`config.mk`:
```
export PLATFORM = sky130hd
export DESIGN_NAME = mem_port_arbiter_flat
export DESIGN_NICKNAME = d
export VERILOG_FILES = /design/src/rtl/mem_port_arbiter_if.sv /design/src/rtl/mem_port_arbiter.sv /design/src/flat_wrapper.sv
export SDC_FILE = /design/constraint.sdc
export NUM_CORES = 1
export LEC_CHECK = 0
export BUFFER_PORTS_ARGS = -buffer_cell sky130_fd_sc_hd__buf_2
export CAP_MARGIN = 20
export CORE_ASPECT_RATIO = 2
export CORE_MARGIN = 5
export CORE_UTILIZATION = 42
export CTS_CLUSTER_SIZE = 16
export DETAILED_ROUTE_END_ITERATION = 8
export PLACE_DENSITY = 0.76
export SLEW_MARGIN = 25
export SYNTH_ARGS = -nofsm -noshare
export SYNTH_HDL_FRONTEND = slang
export SYNTH_SLANG_ARGS = --single-unit
```
`constraint.sdc`:
```
create_clock -name clk -period 1.91 [get_ports clk]
set_input_delay 0.0955 -clock clk [delete_from_list [all_inputs] [get_ports clk]]
set_output_delay 0.0955 -clock clk [all_outputs]
set_load 0.03 [all_outputs]
```
`src/rtl/mem_port_arbiter_if.sv`:
```
// CPU-side fetch/data ports and memory-side port of the unified-memory arbiter.
// The slave modport is the arbiter view; master is the CPU/memory view.
interface mem_port_arbiter_if;
  logic        if_req;
  logic [31:0] if_addr;
  logic [31:0] if_rdata;
  logic        if_ack;

  logic        d_req;
  logic        d_we;
  logic [31:0] d_addr;
  logic [31:0] d_wdata;
  logic [31:0] d_rdata;
  logic        d_ack;

  logic        mem_req;
  logic        mem_we;
  logic [31:0] mem_addr;
  logic [31:0] mem_wdata;
  logic [31:0] mem_rdata;
  logic        mem_ack;

  logic        bus_err;
  logic        owner;

  modport slave (
    input  if_req, if_addr, d_req, d_we, d_addr, d_wdata, mem_rdata, mem_ack,
    output if_rdata, if_ack, d_rdata, d_ack, mem_req, mem_we, mem_addr, mem_wdata,
           bus_err, owner
  );

  modport master (
    output if_req, if_addr, d_req, d_we, d_addr, d_wdata, mem_rdata, mem_ack,
    input  if_rdata, if_ack, d_rdata, d_ack, mem_req, mem_we, mem_addr, mem_wdata,
           bus_err, owner
  );
endinterface

```
`src/rtl/mem_port_arbiter.sv`:
```
// Arbitrates a single-ported memory between instruction fetch and load/store,
// with data priority, fetch anti-starvation and a memory timeout.
module mem_port_arbiter #(
  parameter int unsigned STARVE_LIMIT = 4,
  parameter int unsigned TIMEOUT      = 16
) (
  input  logic              clk,
  input  logic              reset,
  mem_port_arbiter_if.slave bus
);

  localparam int unsigned DW  = 32;
  localparam int unsigned AW  = 32;
  localparam int unsigned SW  = 4;
  localparam int unsigned TW  = 8;
  localparam int unsigned TW1 = TW + 1;
  localparam logic [DW-1:0] ERR_DATA   = DW'(32'hDEAD_BEEF);
  localparam logic [SW-1:0] STARVE_MAX = '1;

  typedef enum logic [1:0] {IDLE, ACC_IF, ACC_D, RESP} state_t;

  state_t          state_q, state_d;
  logic            mem_req_q, mem_req_d;
  logic            mem_we_q, mem_we_d;
  logic [AW-1:0]   mem_addr_q, mem_addr_d;
  logic [DW-1:0]   mem_wdata_q, mem_wdata_d;
  logic [DW-1:0]   if_rdata_q, if_rdata_d;
  logic [DW-1:0]   d_rdata_q, d_rdata_d;
  logic            if_ack_q, if_ack_d;
  logic            d_ack_q, d_ack_d;
  logic            bus_err_q, bus_err_d;
  logic            owner_q, owner_d;
  logic [SW-1:0]   starve_q, starve_d;
  logic [TW-1:0]   tmo_q, tmo_d;

  logic            grant_d_c;
  logic            grant_if_c;
  logic            tmo_done_c;

  // IDLE arbitration: data first unless fetch has been starved long enough
  always_comb begin
    grant_d_c  = 1'b0;
    grant_if_c = 1'b0;
    if (state_q == IDLE) begin
      if (bus.d_req && (starve_q < SW'(STARVE_LIMIT))) begin
        grant_d_c = 1'b1;
      end else if (bus.if_req) begin
        grant_if_c = 1'b1;
      end else if (bus.d_req) begin
        grant_d_c = 1'b1;
      end
    end
  end

  // This cycle without mem_ack would be the TIMEOUT-th one
  assign tmo_done_c = ((TW1'(tmo_q) + TW1'(1)) == TW1'(TIMEOUT));

  always_comb begin
    state_d     = state_q;
    mem_req_d   = mem_req_q;
    mem_we_d    = mem_we_q;
    mem_addr_d  = mem_addr_q;
    mem_wdata_d = mem_wdata_q;
    if_rdata_d  = if_rdata_q;
    d_rdata_d   = d_rdata_q;
    owner_d     = owner_q;
    starve_d    = starve_q;
    tmo_d       = tmo_q;
    if_ack_d    = 1'b0;
    d_ack_d     = 1'b0;
    bus_err_d   = 1'b0;

    unique case (state_q)
      IDLE: begin
        if (!bus.if_req) begin
          starve_d = '0;
        end
        if (grant_d_c) begin
          state_d     = ACC_D;
          mem_req_d   = 1'b1;
          mem_we_d    = bus.d_we;
          mem_addr_d  = bus.d_addr;
          mem_wdata_d = bus.d_wdata;
          owner_d     = 1'b1;
          tmo_d       = '0;
          if (bus.if_req && (starve_q != STARVE_MAX)) begin
            starve_d = starve_q + SW'(1);
          end
        end else if (grant_if_c) begin
          state_d    = ACC_IF;
          mem_req_d  = 1'b1;
          mem_we_d   = 1'b0;
          mem_addr_d = bus.if_addr;
          owner_d    = 1'b0;
          tmo_d      = '0;
          starve_d   = '0;
        end
      end

      ACC_IF, ACC_D: begin
        if (!bus.mem_ack) begin
          tmo_d = tmo_q + TW'(1);
        end
        if (bus.mem_ack || tmo_done_c) begin
          state_d   = RESP;
          mem_req_d = 1'b0;
          mem_we_d  = 1'b0;
          bus_err_d = !bus.mem_ack;
          if (state_q == ACC_IF) begin
            if_ack_d   = 1'b1;
            if_rdata_d = bus.mem_ack ? bus.mem_rdata : ERR_DATA;
          end else begin
            d_ack_d = 1'b1;
            // a completed store leaves the load data register untouched
            if (!bus.mem_ack) begin
              d_rdata_d = ERR_DATA;
            end else if (!mem_we_q) begin
              d_rdata_d = bus.mem_rdata;
            end
          end
        end
      end

      RESP: begin
        state_d = IDLE;
      end

      default: begin
        state_d = IDLE;
      end
    endcase
  end

  always_ff @(posedge clk) begin
    if (!reset) begin
      state_q     <= IDLE;
      mem_req_q   <= 1'b0;
      mem_we_q    <= 1'b0;
      mem_addr_q  <= '0;
      mem_wdata_q <= '0;
      if_rdata_q  <= '0;
      d_rdata_q   <= '0;
      if_ack_q    <= 1'b0;
      d_ack_q     <= 1'b0;
      bus_err_q   <= 1'b0;
      owner_q     <= 1'b0;
      starve_q    <= '0;
      tmo_q       <= '0;
    end else begin
      state_q     <= state_d;
      mem_req_q   <= mem_req_d;
      mem_we_q    <= mem_we_d;
      mem_addr_q  <= mem_addr_d;
      mem_wdata_q <= mem_wdata_d;
      if_rdata_q  <= if_rdata_d;
      d_rdata_q   <= d_rdata_d;
      if_ack_q    <= if_ack_d;
      d_ack_q     <= d_ack_d;
      bus_err_q   <= bus_err_d;
      owner_q     <= owner_d;
      starve_q    <= starve_d;
      tmo_q       <= tmo_d;
    end
  end

  assign bus.mem_req   = mem_req_q;
  assign bus.mem_we    = mem_we_q;
  assign bus.mem_addr  = mem_addr_q;
  assign bus.mem_wdata = mem_wdata_q;
  assign bus.if_rdata  = if_rdata_q;
  assign bus.d_rdata   = d_rdata_q;
  assign bus.if_ack    = if_ack_q;
  assign bus.d_ack     = d_ack_q;
  assign bus.bus_err   = bus_err_q;
  assign bus.owner     = owner_q;

endmodule

```
`src/flat_wrapper.sv`:
```
// flat-port wrapper written by rule: the top's interface ports become plain ports
module mem_port_arbiter_flat 
#(
  parameter int unsigned STARVE_LIMIT = 4,
  parameter int unsigned TIMEOUT      = 16
)
  (clk, reset, bus_if_req, bus_if_addr, bus_d_req, bus_d_we, bus_d_addr, bus_d_wdata, bus_mem_rdata, bus_mem_ack, bus_if_rdata, bus_if_ack, bus_d_rdata, bus_d_ack, bus_mem_req, bus_mem_we, bus_mem_addr, bus_mem_wdata, bus_bus_err, bus_owner);
  mem_port_arbiter_if bus_i ();
  input  logic clk;
  input  logic reset;
  input wire logic [$bits(bus_i.if_req)-1:0] bus_if_req;
  input wire logic [$bits(bus_i.if_addr)-1:0] bus_if_addr;
  input wire logic [$bits(bus_i.d_req)-1:0] bus_d_req;
  input wire logic [$bits(bus_i.d_we)-1:0] bus_d_we;
  input wire logic [$bits(bus_i.d_addr)-1:0] bus_d_addr;
  input wire logic [$bits(bus_i.d_wdata)-1:0] bus_d_wdata;
  input wire logic [$bits(bus_i.mem_rdata)-1:0] bus_mem_rdata;
  input wire logic [$bits(bus_i.mem_ack)-1:0] bus_mem_ack;
  output wire logic [$bits(bus_i.if_rdata)-1:0] bus_if_rdata;
  output wire logic [$bits(bus_i.if_ack)-1:0] bus_if_ack;
  output wire logic [$bits(bus_i.d_rdata)-1:0] bus_d_rdata;
  output wire logic [$bits(bus_i.d_ack)-1:0] bus_d_ack;
  output wire logic [$bits(bus_i.mem_req)-1:0] bus_mem_req;
  output wire logic [$bits(bus_i.mem_we)-1:0] bus_mem_we;
  output wire logic [$bits(bus_i.mem_addr)-1:0] bus_mem_addr;
  output wire logic [$bits(bus_i.mem_wdata)-1:0] bus_mem_wdata;
  output wire logic [$bits(bus_i.bus_err)-1:0] bus_bus_err;
  output wire logic [$bits(bus_i.owner)-1:0] bus_owner;
  assign bus_i.if_req = bus_if_req;
  assign bus_i.if_addr = bus_if_addr;
  assign bus_i.d_req = bus_d_req;
  assign bus_i.d_we = bus_d_we;
  assign bus_i.d_addr = bus_d_addr;
  assign bus_i.d_wdata = bus_d_wdata;
  assign bus_i.mem_rdata = bus_mem_rdata;
  assign bus_i.mem_ack = bus_mem_ack;
  assign bus_if_rdata = bus_i.if_rdata;
  assign bus_if_ack = bus_i.if_ack;
  assign bus_d_rdata = bus_i.d_rdata;
  assign bus_d_ack = bus_i.d_ack;
  assign bus_mem_req = bus_i.mem_req;
  assign bus_mem_we = bus_i.mem_we;
  assign bus_mem_addr = bus_i.mem_addr;
  assign bus_mem_wdata = bus_i.mem_wdata;
  assign bus_bus_err = bus_i.bus_err;
  assign bus_owner = bus_i.owner;
  mem_port_arbiter #(.STARVE_LIMIT(STARVE_LIMIT), .TIMEOUT(TIMEOUT)) u_core (.clk(clk), .reset(reset), .bus(bus_i));
endmodule
```
Word level (Yosys, flattened, before mapping)
Index checks and enable logic that the tools add are counted.
- register bits after elaboration: 148
- input port bits: 134
- output and inout port bits: 134
- muxes and demuxes: 34
- order comparisons: 1
- add/subtract/negate cells: 3
- reduce and logical (&&, ||, !) cells: 16
- equality and inequality tests: 9
- bitwise logic cells: 1
- operator list (kind ; count):
    $mux W32 ; 5
    $mux W8 ; 3
    $mux W4 ; 4
    $pmux W8 S2 ; 1
    $mux W1 ; 15
    $reduce_and A3 Y1 ; 4
    $add A8 B1 Y9 const B ; 1
    $eq A9 B5 Y1 const B ; 1
    $add A8 B1 Y8 const B ; 1
    $mux W2 ; 3
    $pmux W2 S3 ; 1
    $reduce_and A2 Y1 ; 3
    $add A4 B1 Y4 const B ; 1
    $eq A2 B2 Y1 const B ; 2
    $lt A4 B3 Y1 const B ; 1
    $ne A2 B2 Y1 const B ; 2
    $ne A4 B4 Y1 const B ; 1
    $pmux W1 S2 ; 2
    $reduce_and A4 Y1 ; 1
    $reduce_bool A2 Y1 ; 2
    $ne A3 B1 Y1 const B ; 1
    $eq A2 B1 Y1 const B ; 1
    $logic_and A1 B1 Y1 ; 2
    $logic_not A2 Y1 ; 1
    5 further kinds ; 5

Longest topological paths before layout
- word-level depth: 7
- depth in mapped cells: 9
- depth with buffers taken out: 7

Least setup slack after synthesis
No wires, ideal clock.
- path type: flip-flop to flip-flop
- start point: register u_core.tmo_q[0]
- end point: register u_core.if_rdata_q[10], in the netlist u_core.bus.if_rdata[10]
- path slack: 0.033 ns
- buffers on the path: 1
- library setup time: 0.119 ns
- cell stages (with the launch flop): 8
- clock period less this slack: 1.877 ns
- data arrival time: 1.758 ns
- cell sequence: dfxtp_1 -> ha_1 -> and3_1 -> and4_4 -> o211ai_4 -> a21boi_4 -> buf_6 -> o221a_1
- cells in the longest elaborated chain, start to end: 4
- ends and longest elaborated chain (item ; RTL line ; source):
    start: declaration ; mem_port_arbiter.sv:34 ; logic [TW-1:0] tmo_q, tmo_d;
    start signal: assignment ; mem_port_arbiter.sv:162 ; tmo_q <= tmo_d;
    $add A8 B1 Y9 ; mem_port_arbiter.sv:56 ; assign tmo_done_c = ((TW1'(tmo_q) + TW1'(1)) == TW1'(TIMEOUT));
    $eq A9 B5 Y1 ; mem_port_arbiter.sv:56 ;
    $logic_or A1 B1 Y1 ; mem_port_arbiter.sv:104 ; if (bus.mem_ack || tmo_done_c) begin
    $reduce_and A3 Y1 (no source line) ; n/a ;
    end signal: assignment ; mem_port_arbiter.sv:155 ; if_rdata_q <= if_rdata_d;
    end: declaration ; mem_port_arbiter.sv:27 ; logic [DW-1:0] if_rdata_q, if_rdata_d;
No other way between the ends.
A chain may end at the register's enable or synchronous reset.

Worst setup path in the final report
- start point: register u_core.tmo_q[1]
- end point: register u_core.mem_we_q, in the netlist u_core.bus.mem_we
- cells in the longest elaborated chain, start to end: 5
- ends and longest elaborated chain (item ; RTL line ; source):
    $add A8 B1 Y9 ; mem_port_arbiter.sv:56 ;
    $eq A9 B5 Y1 ; mem_port_arbiter.sv:56 ;
    $logic_or A1 B1 Y1 ; mem_port_arbiter.sv:104 ;
    $ne A2 B1 Y1 (no source line) ; n/a ;
    $reduce_and A3 Y1 (no source line) ; n/a ;
    end signal: assignment ; mem_port_arbiter.sv:152 ; mem_we_q <= mem_we_d;
    end: declaration ; mem_port_arbiter.sv:24 ; logic mem_we_q, mem_we_d;
No other way between the ends.

==> flow_summary.ini <==
[yosys]
ys_seq_area_share_pct = 50.6
synth_ff_type = dfxtp_1
synth_area_um2 = 5850
synthTopCellsByArea = dfxtp_1, a21oi_1, nand2_1
synth_xor_area_share_pct = 0.299
synth_edf_count = 0
synthCells = 657
yosys.area.top_type = dfxtp_1
ys_ff_latch = 148
synthArstFlopShare_pct = 0
synth_cell_types = 48
syn-num-nets = 799
synth_top_area_share_pct = 50.6
synth-compound-area-share_pct = 26.3
syn_area_per_cell_um2 = 8.91
yosys.area_share.simple_pct = 14.7
yosysWarnings = 0
synth_adder_area_share_pct = 1.71
synth_top_family_by_area = compound AO/OA/AOI/OAI gates
synthMuxAreaShare_pct = 0.385

[clock_tree]
clock_sinks = 148
path_clk_slew_ns = 0.06
root_buffer = clkbuf_16
clockBufferDepth = 2
cts_tree = built
cts_buffers = 17
htreeDepth = 4
insertion_delay_ns = 0.41

[placed_design]
placed_cells = 1090
dpl_worst_slack_ns = -0.173
portBuffers = 267
dp_hpwl_um = 12700
gp_congestion = 0.828

[worst_setup_path]
crit_path_start_kind = flip-flop
cp.required_ns = 2.19
reg2reg_from = u_core.tmo_q[1]
endpoint_kind = flip-flop
worstPathArrival_ns = 2.22
critPathLaunch = u_core.tmo_q[1]
worstSetupPathType = flip-flop to flip-flop
critPathMaxFanout = 7

[pwr]
total_power_mw = 12.4
leakage_nw = 4.24
power_density_nw_per_um2 = 1300
irDropWorstVdd_mv = 0.721

[detailed_routing]
drc = 0
wl_per_cell_um = 17.1
drt_wl_total_um = 21500
first_iter_violations = 305
viasPerCell = 5.22
vias = 6548
drtAntennaViolNets = 0
firstDrtPassIters = 5

[floorplan]
core_um2 = 13800
die_h_um = 177
start_util_pct = 42.4
die_x_um = 93.5
num_rows = 61
die_area_um2 = 16500
ios = 268

[sta]
hold_viol = 0
maxSlewHeadroom_pct = 62.7
rsz0062_at_grt = true
setup_viol = 2
worstMarginPinSlew_ns = 0.560
slew_viol_final = 0
setup_slack_ns = -0.0293
min_period_over_period_pct = 102
skew_ns = 0.0141
fmax_mhz = 516
period_minus_slack_ns = 1.94
hold_ws_ns = 0.0292

[global_routing]
antenna_found_initial = 0
grt_pass1_wl_um = 32700
grt_max_degree = 86
grt_pass1_vias = 6613
track_usage_pct = 24.8
gr-total-overflow = 0

[status]
outcome = complete, but fails checks
failed_checks = negative setup slack

[finish]
regArea_um2 = 2970
antennaDiodeCount = 0
final_cells = 1255
final_net_count = 1196
fin_util_pct = 69.1
syn_to_final_growth_pct = 63.1
drive_above_1_share_pct = 35.2
fill_cells = 999
multi_input_area_um2 = 2640

[worst_hold_path]
hold_class = input pin to flip-flop
hp-start = bus_if_addr[5]

[job]
cap_violations = 0
-- through the flow --
step	TNS, ns	instance area, um2
after CTS	-0.168	9330
after floorplan	0	5850
final	-0.0343	9540
after global routing	-0.503	9540
after global placement	-2.56	7480
after detailed placement	-4.38	7480
-- sequential cells by signal, summed over array words and instances, names as in the netlist --
| name | cells |
|---|---|
| u_core.bus.d_rdata | 32 |
| u_core.bus.if_rdata | 32 |
| u_core.bus.mem_addr | 32 |
| u_core.bus.mem_wdata | 32 |
| u_core.tmo_q | 8 |
| u_core.starve_q | 4 |
| u_core.state_q | 2 |
| u_core.bus.bus_err | 1 |
| u_core.bus.d_ack | 1 |
| u_core.bus.if_ack | 1 |
| u_core.bus.mem_req | 1 |
| u_core.bus.mem_we | 1 |
| u_core.bus.owner | 1 |
-- cells by family after synthesis --
| group | Yosys count |
|---|---|
| mux | 2 |
| compound gates | 229 |
| simple gates | 188 |
| xor+xnor | 2 |
| flops | 148 |
| buf+inv | 80 |
| fa+ha+maj | 8 |
-- layout by cell type, fill, tap and decap left out, drive strengths merged, types with 4 or more instances in the layout --
master,instances
buf,298
dfxtp,148
dlygate4sd3,127
nand2,119
a21oi,110
inv,34
a22oi,32
o21ai,32
o221a,24
clkbuf,20
nor2,16
nand3,13
o22ai,9
a311oi,8
ha,8
nand4,6
nor3,6
and3,5
clkinv,5
a21o,4
nor2b,4
and2,4
-- synthesized netlist by cell type, types with 5 or more instances --
library cell,count
nand2_1,118
ha_1,8
and3_1,5
o22ai_1,8
clkbuf_1,35
nor2_1,16
o221a_1,20
nand3_1,13
dfxtp_1,148
buf_6,5
a311oi_2,8
inv_1,29
nand4_1,6
a22oi_1,32
buf_2,11
o21ai_0,30
nor3_1,5
a21oi_1,110
-- power breakdown --
group | internal [mW] | leakage (nW) | switching (mW)
sequential | 3.72 | 1.21 | 0.315
combinational | 1.92 | 2.75 | 3.22
clock | 1.83 | 0.273 | 1.42
-- layout make-up --
cell class,count,share of cell area (%)
Clock buffer,17,4.46
Clock inverter,14,1.56
Inverter,29,1.14
Sequential cell,148,31.1
Tap cell,189,2.48
Multi-Input combinational cell,430,27.6
Timing Repair Buffer,428,31.7
-- repair_timing --
item / CTS / global route
pin swaps: 0 / 6
buffers inserted: 0 / 3
hold buffers: 125 / 2
hold endpoints to repair: 124 / 2
endpoints found under the setup margin: 37 / 106
gates resized for setup: 5 / 17
gates cloned: 1 / 3
-- critical path: stages (launching register included) --
cell	delay, ns
dfxtp_2	0.33
buf_4	0.13
ha_4	0.12
nand4b_1	0.12
o22ai_2	0.28
o211ai_4	0.16
buf_6	0.18
a2111oi_2	0.39
nor2_1	0.11
-- final timing paths --
check	slack [ns]	to	cells past startpoint
setup / recovery	-0.03	u_core.bus.mem_we	8
hold / removal	0.03	u_core.bus.mem_addr[5]	3
setup reg to reg	-0.03	u_core.bus.mem_we	8
hold reg to reg	0.44	u_core.bus.d_rdata[12]	2
-- metal layers --
layer | vias up | share of wire (%) | track usage [%]
met5 | - | 0 | 0
met4 | 0 | 5.4 | 14.5
met3 | 87 | 8.1 | 7.06
met2 | 345 | 52 | 44.2
met1 | 2990 | 34 | 25.3
li1 | 3126 | - | -
No activity file was read; power rests on OpenSTA's default activity.
